File: config.mk
export PLATFORM = sky130hd
export DESIGN_NAME = forward_scoreboard
export DESIGN_NICKNAME = d
export VERILOG_FILES = /design/src/rtl/forward_scoreboard_pkg.sv /design/src/rtl/forward_scoreboard_match.sv /design/src/rtl/forward_scoreboard.sv
export SDC_FILE = /design/constraint.sdc
export NUM_CORES = 1
export LEC_CHECK = 0
export CAP_MARGIN = 0
export CORE_MARGIN = 5
export CORE_UTILIZATION = 53
export CTS_CLUSTER_SIZE = 24
export DETAILED_ROUTE_END_ITERATION = 10
export HOLD_SLACK_MARGIN = 0.08
export PLACE_DENSITY = 0.8
export SLEW_MARGIN = 20
export SYNTH_ARGS = -nofsm -noshare
export SYNTH_HDL_FRONTEND = slang
export SYNTH_SLANG_ARGS = --single-unit
File: constraint.sdc
create_clock -name clk -period 5.7 [get_ports clk]
set_input_delay 1.14 -clock clk [delete_from_list [all_inputs] [get_ports clk]]
set_output_delay 1.14 -clock clk [all_outputs]
set_load 0.01 [all_outputs]
File: src/rtl/forward_scoreboard_pkg.sv
// Shared types for the forwarding scoreboard: the pipe entry record and
// helpers for sizing the forward-select field.
package forward_scoreboard_pkg;

  localparam int REG_W = 5;
  localparam int IDX_W = 4;

  typedef struct packed {
    logic             valid;
    logic [REG_W-1:0] rd;
    logic             is_load;
  } entry_t;

  function automatic int sel_width(input int depth);
    return $clog2(depth);
  endfunction

endpackage

File: src/rtl/forward_scoreboard_match.sv
// Compares one source register against the tracked pipe and reports the
// youngest matching producer and whether its result is usable in time.
module scoreboard_match
  import forward_scoreboard_pkg::*;
#(
  parameter int DEPTH      = 3,
  parameter int MIN_STAGE  = 1,
  parameter int LOOKAHEAD  = 0,
  parameter int ALU_READY  = 2,
  parameter int LOAD_READY = 3
) (
  input  logic [REG_W-1:0] src,
  input  logic             used,
  input  entry_t [DEPTH:1] entries,
  output logic [IDX_W-1:0] idx,
  output logic             hit,
  output logic             ready
);

  logic hit_load;
  int   need;

  // Scan oldest to youngest so the smallest matching stage wins.
  always_comb begin
    idx      = '0;
    hit      = 1'b0;
    hit_load = 1'b0;
    for (int k = DEPTH; k >= 1; k--) begin
      if (k >= MIN_STAGE && used && src != '0 &&
          entries[k].valid && entries[k].rd == src) begin
        idx      = IDX_W'(k);
        hit      = 1'b1;
        hit_load = entries[k].is_load;
      end
    end
  end

  // LOOKAHEAD accounts for the producer advancing before the consumer reads;
  // the last stage is always usable through register-file write-through.
  always_comb begin
    need  = hit_load ? LOAD_READY : ALU_READY;
    ready = !hit || (int'(idx) + LOOKAHEAD >= need) || (int'(idx) == DEPTH);
  end

endmodule

File: src/rtl/forward_scoreboard.sv
// Tracks in-flight register writers behind ID, stalls consumers whose
// producer is not ready yet, and selects forwarding sources for EX.
module forward_scoreboard
  import forward_scoreboard_pkg::*;
#(
  parameter int NUM_SRC    = 2,
  parameter int DEPTH      = 3,
  parameter int ALU_READY  = 2,
  parameter int LOAD_READY = 3
) (
  input  logic                                   clk,
  input  logic                                   rst_n,
  input  logic                                   id_valid,
  input  logic [NUM_SRC*REG_W-1:0]               id_src,
  input  logic [NUM_SRC-1:0]                     id_src_used,
  input  logic [REG_W-1:0]                       id_rd,
  input  logic                                   id_regwrite,
  input  logic                                   id_is_load,
  input  logic                                   ex_flush,
  output logic                                   stall,
  output logic [NUM_SRC*sel_width(DEPTH)-1:0]    fwd_sel,
  output logic                                   hazard_err,
  output logic [15:0]                            stall_count
);

  localparam int SELW = sel_width(DEPTH);

  entry_t [DEPTH:1]          pipe;
  logic [NUM_SRC*REG_W-1:0]  ex_src;
  logic [NUM_SRC-1:0]        ex_used;
  logic [NUM_SRC-1:0]        id_hazard;
  logic [NUM_SRC-1:0]        ex_error;

  for (genvar i = 0; i < NUM_SRC; i++) begin : g_slot
    logic [IDX_W-1:0] id_idx, ex_idx;
    logic             id_hit, id_ready, ex_hit, ex_ready;

    scoreboard_match #(
      .DEPTH(DEPTH), .MIN_STAGE(1), .LOOKAHEAD(1),
      .ALU_READY(ALU_READY), .LOAD_READY(LOAD_READY)
    ) u_id_match (
      .src(id_src[i*REG_W +: REG_W]),
      .used(id_valid & id_src_used[i]),
      .entries(pipe),
      .idx(id_idx),
      .hit(id_hit),
      .ready(id_ready)
    );

    // Stage 1 holds the EX instruction itself, so EX looks from stage 2 on.
    scoreboard_match #(
      .DEPTH(DEPTH), .MIN_STAGE(2), .LOOKAHEAD(0),
      .ALU_READY(ALU_READY), .LOAD_READY(LOAD_READY)
    ) u_ex_match (
      .src(ex_src[i*REG_W +: REG_W]),
      .used(ex_used[i]),
      .entries(pipe),
      .idx(ex_idx),
      .hit(ex_hit),
      .ready(ex_ready)
    );

    assign id_hazard[i]              = id_hit & ~id_ready & (id_idx != '0);
    assign fwd_sel[i*SELW +: SELW]   = ex_hit ? SELW'(ex_idx - 1'b1) : '0;
    assign ex_error[i]               = ex_hit & ~ex_ready;
  end

  assign stall      = |id_hazard;
  assign hazard_err = |ex_error;

  // A stall or a flush turns the slot entering EX into a bubble; the rest
  // of the pipe keeps draining either way.
  always_ff @(posedge clk) begin
    if (!rst_n) begin
      pipe        <= '0;
      ex_src      <= '0;
      ex_used     <= '0;
      stall_count <= '0;
    end else begin
      for (int k = DEPTH; k >= 2; k--) begin
        pipe[k] <= pipe[k-1];
      end
      if (stall || ex_flush) begin
        pipe[1] <= '0;
        ex_src  <= '0;
        ex_used <= '0;
      end else begin
        pipe[1].valid   <= id_valid & id_regwrite & (id_rd != '0);
        pipe[1].rd      <= id_rd;
        pipe[1].is_load <= id_is_load;
        ex_src          <= id_src;
        ex_used         <= id_src_used & {NUM_SRC{id_valid}};
      end
      if (stall && stall_count != 16'hFFFF) begin
        stall_count <= stall_count + 16'd1;
      end
    end
  end

endmodule

* After elaboration in Yosys (flattened, before gate mapping)
Cells that the tools add are included.
Cells by class: add/sub/neg operators 5, $lt $le $gt $ge 4, eq/ne operators 15, multiplexer cells 36, bitwise logic cells 16, reductions and logical operators 48
Operators by type and width (count):
- $ge 32x32->1 | 2
- $eq 5x5->1 | 10
- $logic_and 1x1->1 | 25
- $reduce_bool 5->1 | 5
- $mux 1 | 24
- $add 16x1->16 const B | 1
- $mux 2 | 8
- $mux 4 | 4
- $ne 16x16->1 const B | 1
- $add 4x1->5 const B | 2
- $and 1x1->1 | 10
- $logic_or 1x1->1 | 9
- $eq 4x3->1 const B | 2
- $reduce_bool 4->1 | 2
- $reduce_or 2->1 | 3
- $not 1->1 | 5
- $eq 2x2->1 const B | 2
- $ge 2x2->1 | 2
- $logic_not 1->1 | 4
- $sub 2x1->2 const B | 2
- $and 2x2->2 | 1
Word-level totals: register bits 49, input port bits 23

* Logic depth before layout (Yosys ltp)
Gate-level depths: netlist of the first run.
depth after elaboration 17, depth in mapped cells 15, mapped depth without buffers 13

* By module
From an unflattened synthesis of the first run, not the netlist that was laid out.
Unflattened totals: cell total of the unflattened synthesis 331, area, all modules 2894.0 um^2
By module, submodules not included:
- forward_scoreboard | times used 1, cells an instance 191, area an instance 1903.1 um^2, seq. area each 980.9 um^2
- scoreboard_match at g_slot[0].u_id_match ... | times used 2, cells an instance 43, area an instance 310.3 um^2, seq. area each 0.0 um^2
- scoreboard_match at g_slot[0].u_ex_match ... | times used 2, cells an instance 27, area an instance 185.2 um^2, seq. area each 0.0 um^2

* Worst setup path after synthesis of the first run
Ideal clock, no wire load.
path type input to output, start point input port id_src[5], end point output port stall, arrival 3.741 ns, data required time 4.560 ns, setup slack 0.819 ns, stages on the path 13, path through or4_1 -> o211ai_1 -> nor4_1 -> nand2_1 -> o21ai_0 -> mux2_2 -> ha_1 -> nand2b_1 -> a211oi_1 -> o31a_1 -> clkbuf_1 -> nor2_2 -> inv_1
On the way: longest elaborated chain between the ends 15, elaborated cells on any way between the ends 32, classes of those cells add/sub (1); order compare (1); eq/ne (4); mux (10); bitwise (3); reduce/logical (13)
Ends and longest elaborated chain:
- from (decl) | line forward_scoreboard.sv:14 | input logic [NUM_SRC*REG_W-1:0] id_src,
- $reduce_bool 5->1 | line forward_scoreboard_match.sv:29 | if (k >= MIN_STAGE && used && src != '0 &&
- $logic_and 1x1->1 (2 in a row) | line forward_scoreboard_match.sv:29
- $logic_and 1x1->1 | line forward_scoreboard_match.sv:30 | entries[k].valid && entries[k].rd == src) begin
- $mux 2 or $mux 1 (tied branches) | line forward_scoreboard_match.sv:29
- $mux 4 or $mux 1 (tied branches) (2 in a row) | line forward_scoreboard_match.sv:29
- $add 4x1->5 or $mux 1 (tied branches) | line forward_scoreboard_match.sv:42, forward_scoreboard_match.sv:41
- $ge 32x32->1 | line forward_scoreboard_match.sv:42 | ready = !hit || (int'(idx) + LOOKAHEAD >= need) || (int'(idx) == DEPTH);
- $logic_or 1x1->1 (2 in a row) | line forward_scoreboard_match.sv:42
- $not 1->1 | line forward_scoreboard.sv:63 | assign id_hazard[i] = id_hit & ~id_ready & (id_idx != '0);
- $and 1x1->1 | line forward_scoreboard.sv:63
- $and 1x1->1 (*) | line forward_scoreboard.sv:63
- $reduce_or 2->1 (*) | line forward_scoreboard.sv:68 | assign stall = |id_hazard;
- to (decl) | line forward_scoreboard.sv:20 | output logic stall,
Mark *: on every way between the ends. The rest lies on a longest branch, timed or not.

* Worst setup path after layout of the first run
Same ends and word-level chain as after synthesis.

==> results of run 1 <==
==> path summary, 6_finish.rpt <==
kind | start | end | cells after the start
worst max-delay path | id_src[5] | stall | 14
worst min-delay path | stall_count[1]$_SDFFE_PN0P_ | stall_count[1]$_SDFFE_PN0P_ | 2
worst max register to register | pipe[4]$_SDFF_PP0_ | stall_count[4]$_SDFFE_PN0P_ | 13
worst min register to register | stall_count[1]$_SDFFE_PN0P_ | stall_count[1]$_SDFFE_PN0P_ | 2
==> power by group through the flow <==
stage,sequential [mW],combinational [mW],clock [mW]
CTS,0.359,0.0709,0.201
global route,0.360,0.0791,0.214
finish,0.359,0.0722,0.198
floorplan,0.362,0.0410,0
global placement,0.367,0.0695,0
detailed placement,0.367,0.0705,0
==> through the flow <==
stage          std cells  hold slack (ps)  worst slack, ps
2_1_floorplan        307              444              819
3_3_place_gp         415              480              135
3_5_place_dp         415              488             54.2
4_1_cts              423              505             30.8
5_1_grt              424              518              142
6_report             424              506              313
==> sequential cells by signal, summed over array words and instances, names as in the netlist <==
| name | cells |
|---|---|
| ex_src | 10 |
| ex_used | 2 |
| pipe | 21 |
| stall_count | 16 |
==> cell families after synthesis <==
logic type	after synthesis	synth area share [%]
AND/OR/NAND/NOR	135	27.8
XOR/XNOR	57	18.6
flip-flops	49	36.6
AO/OA/AOI/OAI	33	8.82
buffers and inverters	23	3.78
adder cells (fa/ha/maj)	7	3.26
multiplexers	3	1.17
==> worst max-delay path: cells and delay by family <==
kind / cells / cell delay (ps)
AOI/OAI and AO/OA: 4 / 920
adders and majority gates: 1 / 260
buffers and inverters: 3 / 650
muxes: 1 / 270
and+or+nand+nor: 5 / 990
==> layout make-up <==
| class | count | area (sq um) |
|---|---|---|
| clock inverters | 2 | 10.0 |
| fillers | 404 | 1480 |
| repair buffers | 55 | 526 |
| multi-input cells | 235 | 1630 |
| flip-flops and latches | 49 | 981 |
| well taps | 67 | 83.8 |
| inverters | 10 | 37.5 |
| clock buffers | 6 | 72.6 |
==> routing by layer <==
| layer | track usage, % | vias up | part of all wire, % |
|---|---|---|---|
| met3 | 3.88 | 14 | 5.4 |
| met4 | 8.28 | 0 | 1.8 |
| met5 | 0 | - | 0 |
| met2 | 31.0 | 60 | 45 |
| li1 | - | 1156 | - |
| met1 | 26.6 | 1021 | 48 |
==> timing repair <==
action | in CTS | in global routing
gates resized for setup | 0 | 6
endpoints found under the setup margin | 0 | 1
setup buffers | 0 | 1
==> placed cells by master, fill, tap and decap left out, types with 6 or more instances in the layout <==
cell type | synthesis | routed
nand2_1 | 29 | 29
nor3_1 | 6 | 6
xnor2_1 | 43 | 43
nor2_1 | 18 | 18
buf_4 | 0 | 11
or4_1 | 8 | 7
nor4_1 | 12 | 10
xor2_1 | 14 | 14
nand4_1 | 8 | 8
and2_1 | 31 | 31
ha_1 | 7 | 7
inv_1 | 10 | 10
nand3_1 | 6 | 6
dfxtp_1 | 49 | 49
clkdlybuf4s50_1 | 0 | 43
==> impl_metrics.env, run 1 <==
export IMPL_status="finished, final reports clean"
export IMPL_viasPerCell=5.31
export IMPL_h_tree_depth=2
export IMPL_fin_crit_sh_pct=94.5
export IMPL_area_delta_synth_final_pct=24.5
export IMPL_maxCapViolations=0
export IMPL_grt_first_pass_wirelength_um=10000
export IMPL_first_pass_iters=4
export IMPL_comb_power_share_pct=11.5
export IMPL_drive_gt1_share_pct=7.56
export IMPL_ys_types=41
export IMPL_portBuffers=44
export IMPL_diodes=0
export IMPL_ys_seq_area_share_pct=36.6
export IMPL_r2r_slack_ps=2260
export IMPL_power_uw=629
export IMPL_post_drt_wl_per_cell_um=14.6
export IMPL_synth_edff_count=0
export IMPL_rsz0062_at_grt="no"
export IMPL_p_seq_share_pct=57.0
export IMPL_cpPeakStageDelay_ps=560
export IMPL_cts_made_buffers=5
export IMPL_clock_skew_ps=4.48
export IMPL_p_int_uw=475
export IMPL_synth_area_sq_um=2680
export IMPL_synth_common_cells="49 x dfxtp_1, 43 x xnor2_1, 31 x and2_1"
export IMPL_fin_nets=386
export IMPL_setup_viol=0
export IMPL_fin_crit_ps=5390
export IMPL_yosysTopAreaCell="dfxtp_1"
export IMPL_clockBufferDepth=2
export IMPL_synth_nets=337
export IMPL_synth_top_area_share_pct=36.6
export IMPL_hold_buffers=0
export IMPL_drv_slew=0
export IMPL_cts_tree="done"
export IMPL_gp_congestion=0.951
export IMPL_relSlewSlack_pct=43.0
export IMPL_cts_sinks=49
export IMPL_clk_latency_ps=300
export IMPL_yosys_top_cells_area="dfxtp_1 37%, xnor2_1 14%, and2_1 7.2%, xor2_1 4.6%, nand2_1 4.1%"
export IMPL_rows=25
export IMPL_first_iter_violations=102
export IMPL_antenna_found_initial=0
export IMPL_detailroute_via_count=2251
export IMPL_grt_max_degree=24
export IMPL_grt_usage_pct=19.8
export IMPL_grt_pass1_vias=2131
export IMPL_power_share_switching_pct=24.5
export IMPL_crit_fanout=8
export IMPL_finalHoldViolations=0
export IMPL_p_sw_uw=154
export IMPL_dpl_cell_area_sq_um=3220
export IMPL_yosysWarnings=0
export IMPL_startpoint_type="input pin"
export IMPL_die_area_sq_um=6580
export IMPL_initial_core_util_pct=55.7
export IMPL_crit_arrival_ps=4250
export IMPL_dp_hpwl_um=4680
export IMPL_final_core_util_pct=69.4
export IMPL_clkPwrFrac_pct=31.5
export IMPL_max_freq_mhz=186
export IMPL_crit_required_ps=4560
export IMPL_syn_avg_cell_area_sq_um=8.74
export IMPL_pin_count=45
export IMPL_die_w_um=81.1
export IMPL_yosys_cell_count_top_type="dfxtp_1"
export IMPL_critPathSlowestCell="or4_4"
export IMPL_clk_pin_slew_ps=80
export IMPL_worstSetupEndpointType="output port"
export IMPL_syn_inst=307
export IMPL_cts_root_buf="clkbuf_8"
export IMPL_cp_cell_sequence="clkdlybuf4s50_1 > or4_4 > o211ai_1 > nor4_4 > nand2_1 > o21ai_0 > mux2_2 > ha_1 > nand2b_1 > a211oi_2 > o31a_1 > nor2_2 > inv_1 > dlymetal6s2s_1"
export IMPL_fin_tns_setup_ps=0
export IMPL_die_h_um=81.1
export IMPL_ys_flop_type="dfxtp_1"
export IMPL_peakVddDrop_mv=0.138
export IMPL_core_sq_um=4820
export IMPL_grt_remaining_overflow=0
export IMPL_tightestPinTransition_ps=848
export IMPL_ant_nets=0
export IMPL_post_route_cell_area_sq_um=3340
export IMPL_cellPowerDensity_nw_per_um2=188
export IMPL_leakagePower_nw=1.23
export IMPL_route_detailed_drc=0
export IMPL_ys_seq_elements=49
export IMPL_hold_class="register to register"
export IMPL_drt_wl_total_um=6210
export IMPL_critPathKind="input pin to output port"
export IMPL_synthArstFlopShare_pct=0
(Power assumes the default switching activity.)
==> run 2, diff against run 1 <==
Settings changed: CTS_CLUSTER_DIAMETER set to 40.
==> results of run 2 <==
Final layout, timing and power as in run 1 (identical DEF).
